[src/rtl/vga_box_renderer_if.sv]
// ============================================================================
// vga_box_renderer_if : timing-generator inputs and pixel outputs of the renderer
// Revision 1.0
// ============================================================================
`default_nettype none

interface vga_box_renderer_if;
  logic       enable;
  logic [9:0] x_count;
  logic [9:0] y_count;
  logic       hsync_in;
  logic       vsync_in;
  logic       active_in;
  logic [3:0] vga_r;
  logic [3:0] vga_g;
  logic [3:0] vga_b;
  logic       hsync_out;
  logic       vsync_out;
  logic [9:0] box_x;
  logic [9:0] box_y;

  modport master (
    output enable, x_count, y_count, hsync_in, vsync_in, active_in,
    input  vga_r, vga_g, vga_b, hsync_out, vsync_out, box_x, box_y
  );

  modport slave (
    input  enable, x_count, y_count, hsync_in, vsync_in, active_in,
    output vga_r, vga_g, vga_b, hsync_out, vsync_out, box_x, box_y
  );
endinterface

`default_nettype wire

[src/rtl/vga_box_renderer.sv]
// ============================================================================
// vga_box_renderer : bouncing square pixel stage; optional white frame via BORDER_EN
// Revision 1.0
// ============================================================================
`default_nettype none

module vga_box_renderer #(
  parameter int          H_ACTIVE  = 640,
  parameter int          V_ACTIVE  = 480,
  parameter int          BOX_SIZE  = 32,
  parameter int          STEP      = 2,
  parameter logic [11:0] BOX_COLOR = 12'hF00,
  parameter logic [11:0] BG_COLOR  = 12'h00F
) (
  input  logic                clk_25,
  input  logic                rst,
  vga_box_renderer_if.slave   bus
);

  localparam logic [10:0] c_step  = 11'(STEP);
  localparam logic [10:0] c_size  = 11'(BOX_SIZE);
  localparam logic [10:0] c_x_max = 11'(H_ACTIVE - BOX_SIZE);
  localparam logic [10:0] c_y_max = 11'(V_ACTIVE - BOX_SIZE);
  localparam logic [9:0]  c_x_last = 10'(H_ACTIVE - 1);
  localparam logic [9:0]  c_y_last = 10'(V_ACTIVE - 1);

  // bit 0 set = moving left, bit 1 set = moving up
  typedef enum logic [1:0] {
    DR = 2'b00,
    DL = 2'b01,
    UR = 2'b10,
    UL = 2'b11
  } dir_t;

  dir_t        r_state;
  dir_t        w_next_state;
  logic [9:0]  r_box_x;
  logic [9:0]  r_box_y;
  logic [9:0]  w_next_x;
  logic [9:0]  w_next_y;
  logic [11:0] r_rgb;
  logic [11:0] w_rgb;
  logic        r_hsync;
  logic        r_vsync;
  logic        w_tick;
  logic        w_inside;
  logic        w_x_neg;
  logic        w_y_neg;
  logic [10:0] w_x11;
  logic [10:0] w_y11;
  logic [10:0] w_bx11;
  logic [10:0] w_by11;

  assign w_x11  = {1'b0, bus.x_count};
  assign w_y11  = {1'b0, bus.y_count};
  assign w_bx11 = {1'b0, r_box_x};
  assign w_by11 = {1'b0, r_box_y};

  assign w_tick = (bus.x_count == c_x_last) && (bus.y_count == c_y_last);

  assign w_inside = (w_x11 >= w_bx11) && (w_x11 < w_bx11 + c_size) &&
                    (w_y11 >= w_by11) && (w_y11 < w_by11 + c_size);

`ifdef BORDER_EN
  logic w_border;
  assign w_border = (bus.x_count == 10'd0) || (bus.x_count == c_x_last) ||
                    (bus.y_count == 10'd0) || (bus.y_count == c_y_last);
`endif

  always_comb begin
    w_rgb = 12'h000;
    if (bus.active_in) begin
`ifdef BORDER_EN
      if (w_border)      w_rgb = 12'hFFF;
      else if (w_inside) w_rgb = BOX_COLOR;
      else               w_rgb = BG_COLOR;
`else
      if (w_inside) w_rgb = BOX_COLOR;
      else          w_rgb = BG_COLOR;
`endif
    end
  end

  // Each axis bounces independently; a corner hit flips both on one tick
  always_comb begin
    w_next_x     = r_box_x;
    w_next_y     = r_box_y;
    w_next_state = r_state;
    w_x_neg      = r_state[0];
    w_y_neg      = r_state[1];
    if (w_tick && bus.enable) begin
      if (!r_state[0]) begin
        if (w_bx11 + c_step >= c_x_max) begin
          w_next_x = c_x_max[9:0];
          w_x_neg  = 1'b1;
        end else begin
          w_next_x = r_box_x + c_step[9:0];
        end
      end else begin
        if (w_bx11 <= c_step) begin
          w_next_x = 10'd0;
          w_x_neg  = 1'b0;
        end else begin
          w_next_x = r_box_x - c_step[9:0];
        end
      end

      if (!r_state[1]) begin
        if (w_by11 + c_step >= c_y_max) begin
          w_next_y = c_y_max[9:0];
          w_y_neg  = 1'b1;
        end else begin
          w_next_y = r_box_y + c_step[9:0];
        end
      end else begin
        if (w_by11 <= c_step) begin
          w_next_y = 10'd0;
          w_y_neg  = 1'b0;
        end else begin
          w_next_y = r_box_y - c_step[9:0];
        end
      end

      w_next_state = dir_t'({w_y_neg, w_x_neg});
    end
  end

  always_ff @(posedge clk_25) begin
    if (!rst) begin
      r_state <= DR;
      r_box_x <= 10'd0;
      r_box_y <= 10'd0;
      r_rgb   <= 12'h000;
      r_hsync <= 1'b1;
      r_vsync <= 1'b1;
    end else begin
      r_state <= w_next_state;
      r_box_x <= w_next_x;
      r_box_y <= w_next_y;
      r_rgb   <= w_rgb;
      r_hsync <= bus.hsync_in;
      r_vsync <= bus.vsync_in;
    end
  end

  assign bus.vga_r     = r_rgb[11:8];
  assign bus.vga_g     = r_rgb[7:4];
  assign bus.vga_b     = r_rgb[3:0];
  assign bus.hsync_out = r_hsync;
  assign bus.vsync_out = r_vsync;
  assign bus.box_x     = r_box_x;
  assign bus.box_y     = r_box_y;

endmodule

`default_nettype wire

[src/flat_wrapper.sv]
// flat-port wrapper written by rule: the top's interface ports become plain ports
module vga_box_renderer_flat 
#(
  parameter int          H_ACTIVE  = 640,
  parameter int          V_ACTIVE  = 480,
  parameter int          BOX_SIZE  = 32,
  parameter int          STEP      = 2,
  parameter logic [11:0] BOX_COLOR = 12'hF00,
  parameter logic [11:0] BG_COLOR  = 12'h00F
)
  (clk_25, rst, bus_enable, bus_x_count, bus_y_count, bus_hsync_in, bus_vsync_in, bus_active_in, bus_vga_r, bus_vga_g, bus_vga_b, bus_hsync_out, bus_vsync_out, bus_box_x, bus_box_y);
  vga_box_renderer_if bus_i ();
  input  logic clk_25;
  input  logic rst;
  input wire logic [$bits(bus_i.enable)-1:0] bus_enable;
  input wire logic [$bits(bus_i.x_count)-1:0] bus_x_count;
  input wire logic [$bits(bus_i.y_count)-1:0] bus_y_count;
  input wire logic [$bits(bus_i.hsync_in)-1:0] bus_hsync_in;
  input wire logic [$bits(bus_i.vsync_in)-1:0] bus_vsync_in;
  input wire logic [$bits(bus_i.active_in)-1:0] bus_active_in;
  output wire logic [$bits(bus_i.vga_r)-1:0] bus_vga_r;
  output wire logic [$bits(bus_i.vga_g)-1:0] bus_vga_g;
  output wire logic [$bits(bus_i.vga_b)-1:0] bus_vga_b;
  output wire logic [$bits(bus_i.hsync_out)-1:0] bus_hsync_out;
  output wire logic [$bits(bus_i.vsync_out)-1:0] bus_vsync_out;
  output wire logic [$bits(bus_i.box_x)-1:0] bus_box_x;
  output wire logic [$bits(bus_i.box_y)-1:0] bus_box_y;
  assign bus_i.enable = bus_enable;
  assign bus_i.x_count = bus_x_count;
  assign bus_i.y_count = bus_y_count;
  assign bus_i.hsync_in = bus_hsync_in;
  assign bus_i.vsync_in = bus_vsync_in;
  assign bus_i.active_in = bus_active_in;
  assign bus_vga_r = bus_i.vga_r;
  assign bus_vga_g = bus_i.vga_g;
  assign bus_vga_b = bus_i.vga_b;
  assign bus_hsync_out = bus_i.hsync_out;
  assign bus_vsync_out = bus_i.vsync_out;
  assign bus_box_x = bus_i.box_x;
  assign bus_box_y = bus_i.box_y;
  vga_box_renderer #(.H_ACTIVE(H_ACTIVE), .V_ACTIVE(V_ACTIVE), .BOX_SIZE(BOX_SIZE), .STEP(STEP), .BOX_COLOR(BOX_COLOR), .BG_COLOR(BG_COLOR)) u_core (.clk_25(clk_25), .rst(rst), .bus(bus_i));
endmodule
[config.mk]
export PLATFORM = sky130hd
export DESIGN_NAME = vga_box_renderer_flat
export DESIGN_NICKNAME = d
export VERILOG_FILES = /design/src/rtl/vga_box_renderer_if.sv /design/src/rtl/vga_box_renderer.sv /design/src/flat_wrapper.sv
export SDC_FILE = /design/constraint.sdc
export NUM_CORES = 1
export LEC_CHECK = 0
export BUFFER_PORTS_ARGS = -buffer_cell sky130_fd_sc_hd__buf_4
export CORE_ASPECT_RATIO = 0.5
export CORE_MARGIN = 5
export CORE_UTILIZATION = 46
export CTS_BUF_LIST = sky130_fd_sc_hd__clkbuf_8
export DETAILED_ROUTE_END_ITERATION = 8
export PLACE_DENSITY = 0.79
export SLEW_MARGIN = 40
export SYNTH_ARGS = -nofsm -noshare
export SYNTH_HDL_FRONTEND = slang
export SYNTH_SLANG_ARGS = --single-unit
[constraint.sdc]
create_clock -name clk_25 -period 5.4 [get_ports clk_25]
set_clock_uncertainty 0.1 [all_clocks]
set_input_delay 1.35 -clock clk_25 [delete_from_list [all_inputs] [get_ports clk_25]]
set_output_delay 1.35 -clock clk_25 [all_outputs]
set_load 0.05 [all_outputs]
### Word level (Yosys, flattened, before mapping)

Index checks and enable logic that the tools add are counted.
Widths: inputs -> output; s select.

| word-level totals | value |
|---|---|
| bits in registers | 36 |
| bits in latches | 0 |
| RAM bits | 0 |
| memory bits (read-only) | 0 |
| input bits | 26 |
| output and inout bits | 34 |
| memories | 0 |

| cells by class | value |
|---|---|
| add/subtract/negate cells | 8 |
| multiply operators | 0 |
| divide/modulo/power cells | 0 |
| order comparisons | 8 |
| eq/ne operators | 2 |
| shift operators | 0 |
| mux-type cells | 13 |
| bitwise logic cells | 0 |
| reduce and logical (&&, ||, !) cells | 6 |

Operator list:

| cell | count |
|---|---|
| $mux 10 | 6 |
| $add 10x2->11 const B | 2 |
| $add 10x6->11 const B | 2 |
| $lt 10x11->1 | 2 |
| $add 10x2->10 const B | 2 |
| $ge 10x10->1 | 2 |
| $le 10x2->1 const B | 2 |
| $sub 10x2->10 const B | 2 |
| $mux 12 | 1 |
| $ge 11x10->1 const B | 1 |
| $ge 11x9->1 const B | 1 |
| $eq 10x10->1 const B | 1 |
| $eq 10x9->1 const B | 1 |
| $mux 1 | 6 |
| $logic_and 1x1->1 | 5 |
| $reduce_and 2->1 | 1 |

### Longest topological paths before layout

Gate-level depths: netlist (run 1).

| logic depth | value |
|---|---|
| depth in word-level cells | 6 |
| gate-level depth with buffers | 10 |

### Worst setup path before layout (run 1)

No wires, ideal clock.

| timing path | value |
|---|---|
| kind | input-to-reg |
| from | input port bus_x_count[3] |
| to | register u_core.r_box_x[5], in the netlist u_core.bus.box_x[5] |
| setup time | 0.074 ns |
| data arrival time | 2.636 ns |
| slack | 2.590 ns |
| stages | 7 |
| buffers on the path | 2 |
| cell sequence | nand4_1 -> nor3b_1 -> and3_1 -> clkbuf_1 -> clkbuf_1 -> o21ai_0 -> a31oi_1 |

| between the ends | value |
|---|---|
| cells in the longest elaborated chain, start to end | 3 |

Ends and longest elaborated chain:

| what | RTL line | RTL |
|---|---|---|
| start: declaration | flat_wrapper.sv:16 | `input wire logic [$bits(bus_i.x_count)-1:0] bus_x_count;` |
| $eq 10x10->1 | vga_box_renderer.sv:59 | `assign w_tick = (bus.x_count == c_x_last) && (bus.y_count == c_y_last);` |
| $logic_and 1x1->1 | vga_box_renderer.sv:59 |  |
| $logic_and 1x1->1 | vga_box_renderer.sv:91 | `if (w_tick && bus.enable) begin` |
| end signal: assignment | vga_box_renderer.sv:138 | `r_box_x <= w_next_x;` |
| end: declaration | vga_box_renderer.sv:37 | `logic [9:0] r_box_x;` |

Every way passes these cells.
A chain may end at the register's enable or synchronous reset.

### Final worst setup path (run 1)

| timing path | value |
|---|---|
| from | input port bus_x_count[1] |
| to | register u_core.r_box_x[1], in the netlist u_core.bus.box_x[1] |

Same word-level chain as after synthesis.

==> metrics.log, run 1 <==
[metrics] CTS Root Buffer Type: clkbuf_8
[metrics] switching pwr: 0.135 mW
[metrics] global-route wire length before repair: 12.1 mm
[metrics] LEAKAGE: about 1.3 nW
[metrics] number of buffers added by the clock tree synthesis step: 3
[metrics] first-pass iteration count of the detailed router: 5
[metrics] setup repair bufs after CTS: 0
[metrics] chip width: ~120 um
[metrics] Die Height: 64.5 um
[metrics] initial cell density of the core: 48.7%
[metrics] reg2reg start: u_core.bus.box_x[5]
[metrics] element type at the critical path end: flop
[metrics] global placer's final weighted congestion: about 0.9
[metrics] async set-or-reset flop fraction in the synthesized netlist: 0%
[metrics] Reg clk slew, reported paths: around 0.10 ns
[metrics] status: finished, final reports clean
[metrics] Total Die Area: 7680 um^2
[metrics] antenna violations before repair: 0
[metrics] met1 WL: 3.38 mm
[metrics] filler-free cell count of the finished design: 465
[metrics] Final setup violation count: 0
[metrics] Post-layout nets: 457
[metrics] vias after detailed routing: 2831
[metrics] crit share post-route: 54.3%
[metrics] number of enable flip-flop cells after synthesis: 0
[metrics] start point of the critical path: bus_x_count[1]
[metrics] layout filler cell count: 550
[metrics] Ports: 60
[metrics] final worst hold slack: 0.522 ns
[metrics] number of register bits inferred by synthesis: 24
[metrics] minimum clock period: slightly below 3 ns
[metrics] leftover overflow at the end of global routing: 0
[metrics] count of unique library cells instantiated by Yosys: between 50 and 60
[metrics] latest clock arrival within the worst-skew pair: about 0.28 ns
[metrics] Worst Path Required: 5.53 ns
[metrics] diode insertion count for antenna repair: 0
[metrics] Placed Cells: 461
[metrics] critical path class: in -> reg
[metrics] depth of the CTS H-tree: 1
[metrics] number of global-route vias before repair: around 2500
[metrics] Max-Cap Viols: 0
[metrics] Post-Synthesis Cell Area: 2730 um^2
[metrics] Worst Path Max Fanout: 15
[metrics] hold bufs inserted after CTS: 0
[metrics] count of buffers inserted at the top-level ports: 53
[metrics] placement row count: 19
[metrics] buffer depth of the longest clock path: 2
[metrics] register share of total power: between 40% and 50%
[metrics] routed length per placed instance: 15.7 um
[metrics] Tightest Hold Check Type: reg -> reg
[metrics] Final Max Tran Viols: 0
[metrics] sum of met3 wire segment lengths after detailed routing: roughly 490 um
[metrics] highest ir drop seen on vdd: approximately 0.00009 V
[metrics] number of vias per cell after detailed routing: between 6 and 7
[metrics] fraction of power spent switching nets: 29.6%
[metrics] Detail Placement HPWL: 5.61 mm
[metrics] pin count of the biggest net entering global routing: 21
[metrics] Synth Instances: 361
[metrics] setup slack after layout: 2.47 ns
[metrics] Setup TNS Final: 0 ns
[metrics] crit start category: input port
[metrics] TritonCTS clock tree: yes
[metrics] Area Growth Syn to Fin: 14.7%
[metrics] average size of a mapped cell: 7.57 um^2
[metrics] Hold Fails Final Rpt: 0
[metrics] total clock sinks: 24
[metrics] areal power density over the cells: around 150 nW/um^2
[metrics] First DRT Iteration DRCs: 262
[metrics] pre-CTS worst setup slack: 2.17 ns
[metrics] top flip-flop cell by instance count after synthesis: dfxtp_1
[metrics] fmax: between 0.3 and 0.4 GHz
[metrics] Clk pwr share: approximately 36%
[metrics] RSZ-0062 raised after global routing: no
[metrics] final routed wirelength across all metal layers: approximately 7.3 mm
[metrics] remaining number of nets flagged by the antenna check after routing: 0
[metrics] Synth Warn #: 0
[metrics] highest routed metal layer: met4
[metrics] Residual DRC: 0
[metrics] proportion of layout cells with a drive suffix above 1: 16.8%
[metrics] start point of the worst min-delay path: u_core.bus.box_y[1]
[metrics] number of gates resized after CTS: 0
[metrics] combinational cell fraction of total power: 23.5%
[metrics] Max transition margin: 57.8%
[metrics] post-synthesis sequential area ratio: 17.6%
[metrics] wire length on met2: 3.38 mm
[metrics] Least-Margin Pin Slew: 0.634 ns
[metrics] all-layer global routing usage: 18.5%
[metrics] Power Internal: 0.321 mW
[metrics] Placeable Area: 5610 um^2
[metrics] Arrival @ worst endpoint: 3.06 ns
==> critical path: stages <==
cell	delay (ns)
buf_4	0.09
nand4_1	0.09
nor3b_1	0.29
nand3_1	0.50
a2111oi_0	0.54
a32o_1	0.20
==> layer usage <==
metal  global-route usage (%)  vias to the layer above
met3                     2.87                        7
li1                         -                     1399
met5                        0                        -
met1                     25.1                     1313
met2                     32.0                      112
met4                     2.74                        0
==> cell usage in the layout, fill, tap and decap left out, drive strengths merged, types with 8 or more instances in the layout <==
| cell type | count |
|---|---|
| a21oi | 33 |
| buf | 53 |
| dfxtp | 24 |
| ha | 38 |
| inv | 30 |
| nand2 | 19 |
| nand3 | 19 |
| nand4 | 8 |
| nor2 | 16 |
| nor3 | 16 |
| o21ai | 24 |
| xnor2 | 11 |
==> cell type report <==
type                       count  area [um^2]  area share (%)
inverter                      30          113            3.59
multi-input combinational    281         1980            63.2
tap                           73         91.3            2.91
clock buffer                   3         41.3            1.32
timing repair buffer          53          398            12.7
sequential                    24          480            15.3
clock inverter                 1         30.0           0.958
==> logic make-up (layout without fill, tap and decap cells) <==
| family | Yosys count | count (layout) | synth area share [%] |
|---|---|---|---|
| flip-flops | 24 | 24 | 17.6 |
| AND/OR/NAND/NOR | 108 | 108 | 21.9 |
| adder cells (fa/ha/maj) | 38 | 38 | 17.4 |
| XOR/XNOR | 11 | 11 | 3.52 |
| buffers and inverters | 61 | 87 | 10.6 |
| AO/OA/AOI/OAI | 116 | 116 | 28.1 |
| multiplexers | 2 | 2 | 0.732 |
| other | 1 | 6 | 0.137 |
==> stage by stage <==
step	power [mW]	util [%]	cell area [um^2]
final	0.455	55.9	3140
after global routing	0.475	55.9	3140
after CTS	0.458	55.9	3140
after detailed placement	0.295	54.6	3060
after global placement	0.294	54.6	3060
after floorplan	0.265	-	2750
==> power by group through the flow <==
stage | clock network, mW | registers, mW | logic, mW
floorplan | 0 | 0.195 | 0.0700
global placement | 0 | 0.189 | 0.105
detailed placement | 0 | 0.189 | 0.107
CTS | 0.167 | 0.184 | 0.107
global route | 0.172 | 0.185 | 0.117
finish | 0.164 | 0.185 | 0.107
==> path summary, 6_finish.rpt <==
path,to,slack [ns],cells past startpoint
setup / recovery,u_core.bus.box_x[1],2.47,6
hold / removal,u_core.bus.box_y[1],0.52,2
setup reg to reg,u_core.r_rgb[3],2.67,9
hold reg to reg,u_core.bus.box_y[1],0.52,2
==> cells in the mapped netlist, types with 7 or more instances <==
cell type	number	share of area (%)
a21oi_1	33	6.0
buf_2	10	1.8
buf_4	13	3.6
clkbuf_1	8	1.1
dfxtp_1	24	18
ha_1	38	17
inv_1	28	3.8
nand2_1	18	2.5
nand3_1	19	3.5
nand4_1	8	1.8
nor2_1	16	2.2
nor3_1	15	2.7
o21ai_0	15	2.7
o21ai_1	8	1.5
o22ai_1	7	1.6
xnor2_1	11	3.5
==> sequential cells by signal, summed over array words and instances (netlist names) <==
name                  flops
u_core.bus.box_x          9
u_core.r_rgb              2
u_core.bus.vsync_out      1
u_core.bus.hsync_out      1
u_core.r_state            2
u_core.bus.box_y          9
No activity file was read; power rests on OpenSTA's default activity.
==> run 2, diff against run 1 <==
==> constraint.sdc (replaced) <==
create_clock -name clk_25 -period 2.95 [get_ports clk_25]
set_clock_uncertainty 0.1 [all_clocks]
set_input_delay 0.7375 -clock clk_25 [delete_from_list [all_inputs] [get_ports clk_25]]
set_output_delay 0.7375 -clock clk_25 [all_outputs]
set_load 0.05 [all_outputs]
==> metrics.log, run 2 (synthesized netlist as in run 1, its figures left out) <==
[metrics] Detail Placement HPWL: 5.73 mm (was 5.61 mm)
[metrics] proportion of layout cells with a drive suffix above 1: 17.9% (was 16.8%)
[metrics] Worst Path Required: 3.05 ns (was 5.53 ns)
[metrics] hold bufs inserted after CTS: 0 (unchanged)
[metrics] crit share post-route: 88.1%
[metrics] minimum clock period: around 2.6 ns
[metrics] Clk pwr share: 36.0% (about the same)
[metrics] Ports: 60 (unchanged)
[metrics] Final setup violation count: 0 (unchanged)
[metrics] crit start category: flop (was input port)
[metrics] global-route wire length before repair: 12.3 mm (was 12.1 mm)
[metrics] Residual DRC: 0 (unchanged)
[metrics] combinational cell fraction of total power: 23.5% (about the same)
[metrics] highest-delay cell along the critical path: dfxtp_1 (was a2111oi_0)
[metrics] Least-Margin Pin Slew: 0.653 ns (was 0.634 ns)
[metrics] Most Crowded Layer GR: met2 (unchanged)
[metrics] number of vias per cell after detailed routing: 6.01 (was 6.09)
[metrics] CP top delay family: compound AO/OA/AOI/OAI gates (was simple AND/OR/NAND/NOR gates)
[metrics] placement row count: 19 (unchanged)
[metrics] cell-by-cell trace of the critical path: inv_1 > ha_1 > and2_1 > o211ai_1 > nand2_2 > o221ai_1 > o21ai_0 > a21oi_1 (was buf_4 > nand4_1 > nor3b_1 > nand3_1 > a2111oi_0 > a32o_1)
[metrics] pin count of the biggest net entering global routing: 16 (was 21)
[metrics] status: finished, final reports clean (unchanged)
[metrics] global placer's final weighted congestion: 0.934 (was 0.925)
[metrics] Area Growth Syn to Fin: 16.1% (was 14.7%)
[metrics] Max-Cap Viols: 0 (unchanged)
[metrics] Crit path largest cell delay: 0.58 ns (was 0.54 ns)
[metrics] buffer depth of the longest clock path: 2 (unchanged)
[metrics] Post-layout nets: 462 (was 457)
[metrics] Power Internal: 0.587 mW (was 0.321 mW)
[metrics] antenna violations before repair: 0 (unchanged)
[metrics] Hold Fails Final Rpt: 0 (unchanged)
[metrics] all-layer global routing usage: 18.8% (was 18.5%)
[metrics] critical path class: reg -> reg (was in -> reg)
[metrics] Final Max Tran Viols: 0 (unchanged)
[metrics] top library cells by usage in the layout, fill and taps aside: 58 x buf_4, 38 x ha_1, 33 x a21oi_1, 28 x inv_1, 24 x dfxtp_1 (was 53 x buf_4, 38 x ha_1, 33 x a21oi_1, 28 x inv_1, 24 x dfxtp_1)
[metrics] diode insertion count for antenna repair: 0 (unchanged)
[metrics] areal power density over the cells: 263 nW/um^2 (was 145 nW/um^2)
[metrics] Arrival @ worst endpoint: 2.70 ns (was 3.06 ns)
[metrics] Setup TNS Final: 0 ns (unchanged)
[metrics] first-pass iteration count of the detailed router: 5 (unchanged)
[metrics] Worst Path Max Fanout: 13 (was 15)
[metrics] TritonCTS clock tree: yes (unchanged)
[metrics] global routing met3 resource utilization: 2.87% (unchanged)
[metrics] fraction of power spent switching nets: 29.7% (was 29.6%)
[metrics] Max transition margin: 56.3% (was 57.8%)
[metrics] Reg clk slew, reported paths: 0.10 ns (about the same)
[metrics] depth of the CTS H-tree: 1 (unchanged)
[metrics] LEAKAGE: 1.32 nW (was 1.30 nW)
[metrics] routed length per placed instance: 15.6 um (was 15.7 um)
[metrics] Die Height: 64.5 um (unchanged)
[metrics] chip width: 119 um (unchanged)
[metrics] switching pwr: 0.248 mW (was 0.135 mW)
[metrics] RSZ-0062 raised after global routing: no (unchanged)
[metrics] Total Die Area: 7680 um^2 (unchanged)
[metrics] start point of the critical path: u_core.bus.box_x[6] (was bus_x_count[1])
[metrics] latest clock arrival within the worst-skew pair: 0.27 ns (was 0.28 ns)
[metrics] register share of total power: 40.4% (was 40.5%)
[metrics] setup repair bufs after CTS: 0 (unchanged)
[metrics] CTS Root Buffer Type: clkbuf_8 (unchanged)
[metrics] start point of the worst min-delay path: u_core.bus.box_y[1] (unchanged)
[metrics] Tightest Hold Check Type: reg -> reg (unchanged)
[metrics] fmax: 0.385 GHz
[metrics] filler-free cell count of the finished design: 470 (was 465)
[metrics] highest ir drop seen on vdd: 0.000180 V (was 0.0000876 V)
[metrics] Placed Cells: 466 (was 461)
[metrics] First DRT Iteration DRCs: 225 (was 262)
[metrics] element type at the critical path end: flop (unchanged)
[metrics] final worst hold slack: 0.518 ns (was 0.522 ns)
[metrics] count of buffers inserted at the top-level ports: 53 (unchanged)
[metrics] leftover overflow at the end of global routing: 0 (unchanged)
[metrics] total clock sinks: 24 (unchanged)
[metrics] leading cell type in the layout, fill and taps excluded: buf_4 (unchanged)
[metrics] final routed wirelength across all metal layers: 7.32 mm (was 7.30 mm)
[metrics] Placeable Area: 5610 um^2 (unchanged)
[metrics] remaining number of nets flagged by the antenna check after routing: 0 (unchanged)
[metrics] reg2reg start: u_core.bus.box_x[6] (was u_core.bus.box_x[5])
[metrics] worst path bufs/invs: 1 (unchanged)
[metrics] number of buffers added by the clock tree synthesis step: 3 (unchanged)
[metrics] global-route track usage on met1: 26.1% (was 25.1%)
[metrics] number of gates resized after CTS: 0 (unchanged)
[metrics] number of global-route vias before repair: 2552 (was 2544)
[metrics] met2 GRT Util: 30.9% (was 32.0%)
[metrics] initial cell density of the core: 48.7% (unchanged)
[metrics] vias after detailed routing: 2825 (was 2831)
[run 2: layout make-up]
cell class	count	area, um^2
fill	533	2440
clock buffer	3	41.3
tap	73	91.3
inverter	30	113
timing repair buffer	58	435
clock inverter	1	30.0
multi-input combinational	281	1980
sequential	24	480
[run 2: metrics by stage]
stage / instance area, um^2 / power, mW / utilization, % / setup WS, ns
after global routing: 3170 / 0.877 / 56.6 / 0.0973
after CTS: 3170 / 0.839 / 56.6 / 0.392
final: 3170 / 0.835 / 56.6 / 0.352
after global placement: 3100 / 0.538 / 55.3 / 0.433
after floorplan: 2750 / 0.485 / - / 0.187
after detailed placement: 3100 / 0.540 / 55.3 / 0.411
[run 2: power groups by stage]
stage	logic, mW	clock network (mW)	registers (mW)
detailed placement	0.195	0	0.345
CTS	0.196	0.305	0.337
finish	0.196	0.301	0.337
global route	0.217	0.321	0.339
floorplan	0.128	0	0.357
global placement	0.193	0	0.345
[run 2: path summary, 6_finish.rpt]
kind,endpoint,slack (ns),depth (start not counted)
setup / recovery,u_core.bus.box_x[8],0.35,8
hold / removal,u_core.bus.box_y[1],0.52,2
setup reg to reg,u_core.bus.box_x[8],0.35,8
hold reg to reg,u_core.bus.box_y[1],0.52,2
[run 2: layer usage]
layer,part of all wire (%),vias up
li1,-,1412
met1,46,1299
met2,45,102
met3,6.7,12
met4,1.7,0
met5,0,-
[run 2: worst min-delay path: cells and delay by family (launching register included)]
kind / cells / cell delay, ns
AO/OA/AOI/OAI: 1 / 0.05
flip-flops: 1 / 0.43
AND/OR/NAND/NOR: 1 / 0.10
==> run 3, diff against run 2 <==
--- a/config.mk
+++ b/config.mk
@@ -8,10 +8,10 @@
 export BUFFER_PORTS_ARGS = -buffer_cell sky130_fd_sc_hd__buf_4
 export CORE_ASPECT_RATIO = 0.5
 export CORE_MARGIN = 5
-export CORE_UTILIZATION = 46
+export CORE_UTILIZATION = 40
 export CTS_BUF_LIST = sky130_fd_sc_hd__clkbuf_8
 export DETAILED_ROUTE_END_ITERATION = 8
-export PLACE_DENSITY = 0.79
+export PLACE_DENSITY = 0.72
 export SLEW_MARGIN = 40
 export SYNTH_ARGS = -nofsm -noshare
 export SYNTH_HDL_FRONTEND = slang
==> metrics.log, run 3 (synthesized netlist as in run 1, its figures left out) <==
[metrics] LEAKAGE: 1.33 nW (was 1.32 nW)
[metrics] count of buffers inserted at the top-level ports: 53 (unchanged)
[metrics] cell-by-cell trace of the critical path: ha_1 > nand3_1 > xnor2_1 > ha_1 > inv_1 > o221ai_1 > a41oi_1 > o31ai_1 > o311a_1 (was inv_1 > ha_1 > and2_1 > o211ai_1 > nand2_2 > o221ai_1 > o21ai_0 > a21oi_1)
[metrics] element type at the critical path end: flop (unchanged)
[metrics] initial cell density of the core: 41.0% (was 48.7%)
[metrics] highest ir drop seen on vdd: 0.000144 V (was 0.000180 V)
[metrics] post-route standard cell area excluding fillers: 3200 um^2 (was 3170 um^2)
[metrics] Tightest Hold Check Type: reg -> reg (unchanged)
[metrics] number of gates resized after CTS: 0 (unchanged)
[metrics] top library cells by usage in the layout, fill and taps aside: 60 x buf_4, 38 x ha_1, 33 x a21oi_1, 28 x inv_1, 24 x dfxtp_1 (was 58 x buf_4, 38 x ha_1, 33 x a21oi_1, 28 x inv_1, 24 x dfxtp_1)
[metrics] highest-delay cell along the critical path: dfxtp_1 (unchanged)
[metrics] cell count along the critical path: 9 (was 8)
[metrics] RSZ-0062 raised after global routing: no (unchanged)
[metrics] Most Frequent Cell on Critical Path: ha_1
[metrics] Die Height: 68.5 um (was 64.5 um)
[metrics] CTS Root Buffer Type: clkbuf_8 (unchanged)
[metrics] Final Power: 0.774 mW (was 0.835 mW)
[metrics] depth of the CTS H-tree: 1 (unchanged)
[metrics] Worst Path Required: 3.07 ns (was 3.05 ns)
[metrics] Placed Cells: 487 (was 466)
[metrics] Arrival @ worst endpoint: 2.73 ns (was 2.70 ns)
[metrics] all-layer global routing usage: 17.7% (was 18.8%)
[metrics] setup repair bufs after CTS: 0 (unchanged)
[metrics] minimum clock period: 2.61 ns (was 2.60 ns)
[metrics] proportion of layout cells with a drive suffix above 1: 18.3% (was 17.9%)
[metrics] highest routed metal layer: met4 (unchanged)
[metrics] total clock sinks: 24 (unchanged)
[metrics] Crit path largest cell delay: 0.56 ns (was 0.58 ns)
[metrics] filler-free cell count of the finished design: 491 (was 470)
[metrics] pin count of the biggest net entering global routing: 16 (unchanged)
[metrics] number of buffers added by the clock tree synthesis step: 3 (unchanged)
[metrics] Post-layout nets: 464 (was 462)
[metrics] crit share post-route: 88.4% (was 88.1%)
[metrics] vias after detailed routing: 2841 (was 2825)
[metrics] First DRT Iteration DRCs: 172 (was 225)
[metrics] Final Core Density: 47.9% (was 56.6%)
[metrics] latest clock arrival within the worst-skew pair: 0.27 ns (about the same)
[metrics] Reg clk slew, reported paths: 0.09 ns (was 0.10 ns)
[metrics] number of vias per cell after detailed routing: 5.79 (was 6.01)
[metrics] Placeable Area: 6670 um^2 (was 5610 um^2)
[metrics] areal power density over the cells: 242 nW/um^2 (was 263 nW/um^2)
[metrics] Ports: 60 (unchanged)
[metrics] critical path class: reg -> reg (unchanged)
[metrics] hold bufs inserted after CTS: 0 (unchanged)
[metrics] global placer's final weighted congestion: 0.887 (was 0.934)
[metrics] final routed wirelength across all metal layers: 7.59 mm (was 7.32 mm)
[metrics] reg-to-reg setup timing slack: 0.34 ns (was 0.35 ns)
[metrics] chip width: 127 um (was 119 um)
[metrics] number of global-route vias before repair: 2674 (was 2552)
[metrics] setup slack after layout: 0.343 ns (was 0.352 ns)
[metrics] met1 WL: 3.63 mm (was 3.38 mm)
[metrics] CP top delay family: compound AO/OA/AOI/OAI gates (unchanged)
[metrics] final worst hold slack: 0.526 ns (was 0.518 ns)
[metrics] Residual DRC: 0 (unchanged)
[metrics] Hold Fails Final Rpt: 0 (unchanged)
[metrics] routed length per placed instance: 15.5 um (was 15.6 um)
[metrics] Max-Cap Viols: 0 (unchanged)
[metrics] worst reg2reg path depth: 9 (was 8)
[metrics] crit start category: flop (unchanged)
[metrics] Final Max Tran Viols: 0 (unchanged)
[metrics] buffer depth of the longest clock path: 2 (unchanged)
[metrics] wire length on met2: 3.52 mm (was 3.33 mm)
[metrics] status: finished, final reports clean (unchanged)
[metrics] Worst Hold Depth: 2 (unchanged)
[metrics] leftover overflow at the end of global routing: 0 (unchanged)
[metrics] antenna violations before repair: 0 (unchanged)
[metrics] leading cell type in the layout, fill and taps excluded: buf_4 (unchanged)
[metrics] Detail Placement HPWL: 5.94 mm (was 5.73 mm)
[metrics] pre-CTS worst setup slack: 0.396 ns (was 0.411 ns)
[metrics] fmax: 0.384 GHz (was 0.385 GHz)
[metrics] Setup TNS Final: 0 ns (unchanged)
[metrics] worst path bufs/invs: 1 (unchanged)
[metrics] Area Growth Syn to Fin: 16.9% (was 16.1%)
[metrics] Final setup violation count: 0 (unchanged)
[metrics] TritonCTS clock tree: yes (unchanged)
[metrics] Worst Path Max Fanout: 13 (unchanged)
[metrics] Total Die Area: 8690 um^2 (was 7680 um^2)
[metrics] first-pass iteration count of the detailed router: 5 (unchanged)
[metrics] cell area after placement: 3140 um^2 (was 3100 um^2)
[metrics] remaining number of nets flagged by the antenna check after routing: 0 (unchanged)
[metrics] diode insertion count for antenna repair: 0 (unchanged)
[metrics] global-route wire length before repair: 12.7 mm (was 12.3 mm)
[metrics] placement row count: 21 (was 19)
[metrics] sum of met3 wire segment lengths after detailed routing: 382 um (was 492 um)
[run 3: final cells by class]
| cell class | instances | area [um^2] |
|---|---|---|
| fill | 700 | 3480 |
| multi-input combinational | 281 | 1980 |
| sequential | 24 | 480 |
| timing repair buffer | 60 | 450 |
| tap | 92 | 115 |
| inverter | 30 | 113 |
| clock buffer | 4 | 55.1 |
[run 3: worst min-delay path, cell delays in order (launching register included)]
cell	delay, ns
dfxtp_1	0.43
nand2_1	0.10
a21oi_1	0.05
[run 3: worst paths after layout]
| check | from | end |
|---|---|---|
| worst min-delay path | u_core.bus.box_y[1] | u_core.bus.box_y[1] |
| worst max-delay path | u_core.bus.box_x[6] | u_core.r_rgb[3] |
| worst min register to register | u_core.bus.box_y[1] | u_core.bus.box_y[1] |
| worst max register to register | u_core.bus.box_x[6] | u_core.r_rgb[3] |
[run 3: power breakdown]
group	switching (mW)	internal (mW)	total, mW
clock network	0.118	0.120	0.238
logic	0.120	0.0779	0.198
registers	0.00958	0.329	0.338
[run 3: metal layers]
| metal | vias to the layer above | global-route usage, % |
|---|---|---|
| li1 | 1416 | - |
| met1 | 1329 | 23.7 |
| met2 | 85 | 31.5 |
| met3 | 11 | 2.73 |
| met4 | 0 | 2.01 |
| met5 | - | 0 |
